**config.mk**
```make
export PLATFORM = sky130hd
export DESIGN_NAME = arrmul
export DESIGN_NICKNAME = d
export VERILOG_FILES = /design/src/rtl/arrmul_pkg.sv /design/src/rtl/arrmul_mul16.sv /design/src/rtl/arrmul.sv
export SDC_FILE = /design/constraint.sdc
export NUM_CORES = 2
export LEC_CHECK = 0
export ABC_AREA = 0
export CAP_MARGIN = 20
export CORE_MARGIN = 3
export CORE_UTILIZATION = 35
export CTS_CLUSTER_DIAMETER = 40
export DETAILED_ROUTE_END_ITERATION = 16
export GPL_TIMING_DRIVEN = 0
export SYNTH_ARGS = -nofsm -noshare
export SYNTH_HDL_FRONTEND = slang
export SYNTH_SLANG_ARGS = --single-unit
```
**constraint.sdc**
```tcl
create_clock -name clk -period 1.02 [get_ports clk]
set_clock_uncertainty 0.15 [all_clocks]
set_input_delay 0.255 -clock clk [delete_from_list [all_inputs] [get_ports clk]]
set_output_delay 0.255 -clock clk [all_outputs]
set_load 0.03 [all_outputs]
```
**src/rtl/arrmul_pkg.sv**
```systemverilog
// arrmul_pkg: shared ALU control encodings (element width, alu_op codes)
package arrmul_pkg;
  typedef enum logic [1:0] {w8 = 2'd0, w16 = 2'd1, w32 = 2'd2, w64 = 2'd3} ww_e;
  localparam logic [4:0] aluadd    = 5'h00;
  localparam logic [4:0] aluwmuleu = 5'h10;
  localparam logic [4:0] aluwmulou = 5'h11;
  localparam logic [4:0] aluwmules = 5'h12;
  localparam logic [4:0] aluwmulos = 5'h13;
  function automatic logic is_wmul(input logic [4:0] op);
    return op == aluwmuleu || op == aluwmulou || op == aluwmules || op == aluwmulos;
  endfunction
endpackage

```
**src/rtl/arrmul_mul16.sv**
```systemverilog
// mul16_lane: one 16x16 or two split 8x8 products from a carry-save partial-product array
module mul16_lane (
  input  logic [15:0] a,
  input  logic [15:0] b,
  input  logic        sgn,
  input  logic        w16,
  output logic [31:0] p
);
  logic [31:0] a32, row, s, c, maj, kill, corr;
  logic [15:0] alo, ahi;
  logic        neg;
  // sign-extended rows; top row of each product subtracted when signed; carries killed at bit 16 in split mode
  always_comb begin
    alo = {{8{sgn & a[7]}}, a[7:0]};
    ahi = {{8{sgn & a[15]}}, a[15:8]};
    a32 = {{16{sgn & a[15]}}, a};
    kill = w16 ? 32'h0 : 32'h0001_0000;
    s = '0;
    c = '0;
    corr = '0;
    row = '0;
    maj = '0;
    neg = 1'b0;
    for (int j = 0; j < 16; j++) begin
      row = w16 ? (b[j] ? a32 << j : 32'h0) : j < 8 ? {16'h0, b[j] ? alo << j : 16'h0} : {b[j] ? ahi << (j - 8) : 16'h0, 16'h0};
      neg = sgn && (j == 15 || (!w16 && j == 7));
      row = neg ? ~row & (w16 ? 32'hffff_ffff : j < 8 ? 32'h0000_ffff : 32'hffff_0000) : row;
      corr = neg ? corr | ((!w16 && j == 15) ? 32'h0001_0000 : 32'h1) : corr;
      maj = (s & c) | (s & row) | (c & row);
      s = s ^ c ^ row;
      c = {maj[30:0], 1'b0} & ~kill;
    end
    maj = (s & c) | (s & corr) | (c & corr);
    s = s ^ c ^ corr;
    c = {maj[30:0], 1'b0} & ~kill;
    p = w16 ? s + c : {s[31:16] + c[31:16], s[15:0] + c[15:0]};
  end
endmodule

```
**src/rtl/arrmul.sv**
```systemverilog
// arrmul: registered SIMD even/odd element multiplier (8/16-bit, signed/unsigned)
module arrmul
  import arrmul_pkg::*;
(
  input  logic         clk,
  input  logic         reset,
  input  logic [0:127] reg_A,
  input  logic [0:127] reg_B,
  input  logic [0:1]   ctrl_ww,
  input  logic [0:4]   alu_op,
  output logic [0:127] result
);
  logic        odd, sgn, is16, valid;
  logic [31:0] prod [4];
  logic [0:127] nxt;
  assign odd = alu_op == aluwmulou || alu_op == aluwmulos;
  assign sgn = alu_op == aluwmules || alu_op == aluwmulos;
  assign is16 = ctrl_ww == w16;
  assign valid = is_wmul(alu_op) && (ctrl_ww == w8 || ctrl_ww == w16);
  for (genvar k = 0; k < 4; k++) begin : g_lane
    logic [31:0] xa, xb;
    logic [15:0] a, b;
    assign xa = reg_A[32*k +: 32];
    assign xb = reg_B[32*k +: 32];
    assign a = is16 ? (odd ? xa[15:0] : xa[31:16]) : (odd ? {xa[23:16], xa[7:0]} : {xa[31:24], xa[15:8]});
    assign b = is16 ? (odd ? xb[15:0] : xb[31:16]) : (odd ? {xb[23:16], xb[7:0]} : {xb[31:24], xb[15:8]});
    mul16_lane u_mul (.a(a), .b(b), .sgn(sgn), .w16(is16), .p(prod[k]));
  end
  assign nxt = valid ? {prod[0], prod[1], prod[2], prod[3]} : '0;
  // output register, cleared asynchronously while reset is low
  always_ff @(posedge clk or negedge reset) begin
    if (!reset) result <= '0;
    else result <= nxt;
  end
endmodule

```
==> results.toml <==
[synthesis]
yosysSeqAreaShare_pct = 6.72
ys_seq_elements = 128
synth_top_area_share_pct = 41.3
syn_avg_cell_area_sq_um = 8.97
synthesis.area_sq_um = 47700
yosysWarnings = 0
synth_edf_count = 0
async_flop_share_pct = 100
synth_top_family_by_area = "adder cells"
synth_compound_gate_area_share_pct = 8.60
synth-simple-area-share_pct = 17.2
synth_fp_nets = 7128
synth_xor_area_share_pct = 3.53
synth_area_leaders = "fa_1 41%, ha_1 15%, nand2_1 8.9%"
yosysUniqueCellTypes = 77
synthMuxAreaShare_pct = 0.567
ys.flop_type = "dfrtp_1"
synth_top_cell_by_area = "fa_1"
synth_fa_ha_area_share_pct = 56.2
netlist_instances = 5311

[detailed_routing]
first_pass_iters = 5
drtIter0Drc = 3275
drc_errors = 0
drtAntennaViolNets = 0
wl_per_cell_microns = 26.6
avgViaCountPerCell = 5.50
vias = 42900
drt-total-wl_mm = 208

[global_routing]
grt_pass1_vias = 43800
grt_max_degree = 90
grt_usage_pct = 29.2
grt_pass1_wl_mm = 295
grt-ovfl-total = 0
antenna_found_initial = 28

[layout]
post-route-util_pct = 47.1
area_growth_pct = 32.6
regMostFlops = "result"
final_nets = 7832
fin_cells = 7813
top_regs = "result x128"
final_layout_size_suffix_gt1_share_pct = 21.3
largest_register_ffs = 128

[sta]
setup_viol = 256
tightest_slew_ns = 1.30
slew_headroom_pct = 13.3
rsz0062_at_grt = "true"
min_period_over_period_pct = 1140
finalMaxSlewViolations = 0
worst_slack_ns = -10.58
hold_ws_ns = -0.467
hold_viol_final = 46
period_minus_slack_ns = 11.60
fmax_mhz = 86.2

[clocking]
cts_inserted_buffers = 17
cts_tree = "yes"
clock-sinks = 128
cts_htree_levels = 4
clockBufferDepth = 2
clockRootBuffer = "clkbuf_16"
clk_pin_slew_ns = 0.08

[setup_path]
path_max_fanout = 10
cp.depth = 42
setup.worst_path.end_class = "register"
cp_num_buf_inv = 15
critPathTopFamily = "adder cells"
crit_slowest_cell = "fa_2"
critPathKind = "in -> reg"
cp.arrival_ns = 11.85
max_stage_delay_ns = 0.60
crit_top_cell = "fa_2"
startpoint_type = "input pin"
worst-endpoint-required_ns = 1.26

[floorplanning]
io_pins = 393
die_area_sq_um = 141000
rows = 134
start_util_pct = 35.5
dieHeight_microns = 375
fp.coreArea_sq_um = 134000
die_w_microns = 375

[placed_design]
port_buffers = 392
placed_cells = 7499
dp_hpwl_mm = 167
place.gp.congestion = 0.985

[status]
outcome = "complete, but fails checks"
violations = "hold timing, setup timing"

[power_and_ir_drop]
power_density_nw_per_um2 = 3810
power.leakage_nw = 25.6
peakVddDrop_mv = 3.95
finalPower_mw = 241

[min_path]
hold_class = "in -> async"

[run]
max-cap-violations = 0
placed cells by master, fill, tap and decap left out, types with 54 or more instances in the layout:
| cell | instances |
|---|---|
| a21o_1 | 77 |
| a21oi_1 | 99 |
| a21oi_2 | 63 |
| and2_1 | 63 |
| buf_12 | 54 |
| buf_2 | 56 |
| buf_4 | 216 |
| buf_6 | 69 |
| clkbuf_1 | 95 |
| clkdlybuf4s50_1 | 385 |
| dfrtp_1 | 128 |
| fa_1 | 842 |
| fa_2 | 142 |
| ha_1 | 451 |
| ha_4 | 100 |
| inv_1 | 518 |
| nand2_1 | 1095 |
| nor2_1 | 344 |
| nor2_2 | 61 |
| nor2b_1 | 58 |
| xnor2_1 | 138 |
how the worst max path moves through the flow:
| stage | start | to | slack (ns) |
|---|---|---|---|
| CTS | ctrl_ww[1] | result[32] | -10.49 |
| global placement | ctrl_ww[1] | result[67] | -15.01 |
| detailed placement | ctrl_ww[1] | result[37] | -14.08 |
| global route | ctrl_ww[1] | result[67] | -10.72 |
| finish | ctrl_ww[1] | result[67] | -10.58 |
| floorplan | ctrl_ww[1] | result[65] | -10.02 |
what timing repair did:
action | 4_1_cts | 5_1_grt
gates cloned | 3 | 0
pin swaps | 142 | 154
hold endpoints to repair | 39 | 39
resized for setup | 608 | 355
setup buffers | 211 | 71
endpoints found under the setup margin | 256 | 256
cell families after synthesis:
kind of cell    Yosys count
compound gates          627
mux                      27
flops                   128
fa+ha+maj              1552
simple gates           1939
buf+inv                 847
xor+xnor                191
synth_stat cells (4+ instances only):
library cell,n
nor2b_1,61
o41ai_1,4
fa_1,984
or2_2,11
mux2i_1,27
and4_1,7
nand2_1,1131
a21oi_1,181
o21ai_1,10
o31ai_1,9
a211o_1,4
nor2_2,5
and3_1,49
a21o_1,78
a2111oi_0,4
nor4_1,6
nor2_1,411
nand4_1,15
o21bai_1,17
buf_4,12
nand2b_1,23
or3_1,12
o21a_1,38
a21oi_2,12
o21ai_0,92
buf_6,7
xnor2_1,156
a31oi_2,10
a31oi_4,4
o22ai_1,4
dfrtp_1,128
nor3_1,56
and2_1,74
a221oi_1,4
o211ai_1,10
a31oi_1,90
xor2_1,34
ha_1,568
a211oi_1,21
inv_1,559
nor3b_1,10
clkbuf_1,135
buf_2,118
nand3_1,57
buf_1,13
through the flow:
stage	setup TNS [ns]	area (sq um)	worst slack, ns
after global placement	-2428.24	55700	-15.01
after global routing	-1248.66	63200	-10.72
final	-1222.93	63200	-10.58
after CTS	-1222.08	61200	-10.49
after detailed placement	-1530.88	56200	-14.08
after floorplan	-1030.54	49600	-10.02
area by class of cell:
type | count | area (sq um)
antenna | 18 | 45.0
buffer | 268 | 2390
clock buffer | 22 | 474
clock inverter | 9 | 155
fill | 12900 | 71100
inverter | 562 | 2150
multi-input combinational | 4337 | 45500
sequential | 128 | 3200
tap | 1768 | 2210
timing repair buffer | 700 | 7090
timing repair inverter | 1 | 5.00
power breakdown:
part           total [mW]  internal [mW]  switching (mW)
Sequential           6.45           6.07           0.382
Clock                7.04           4.26            2.78
Combinational         228            103             124
Total                 241            113             128
per-layer routing:
metal  vias to the layer above  GRT usage (%)  routed length [microns]
li1                      18300              -                        -
met1                     22200           38.0                    81600
met2                      1995           45.9                    92800
met3                       422           6.84                    20500
met4                         8           13.8                    12300
met5                         -          0.789                      190
No activity file was read; power rests on OpenSTA's default activity.
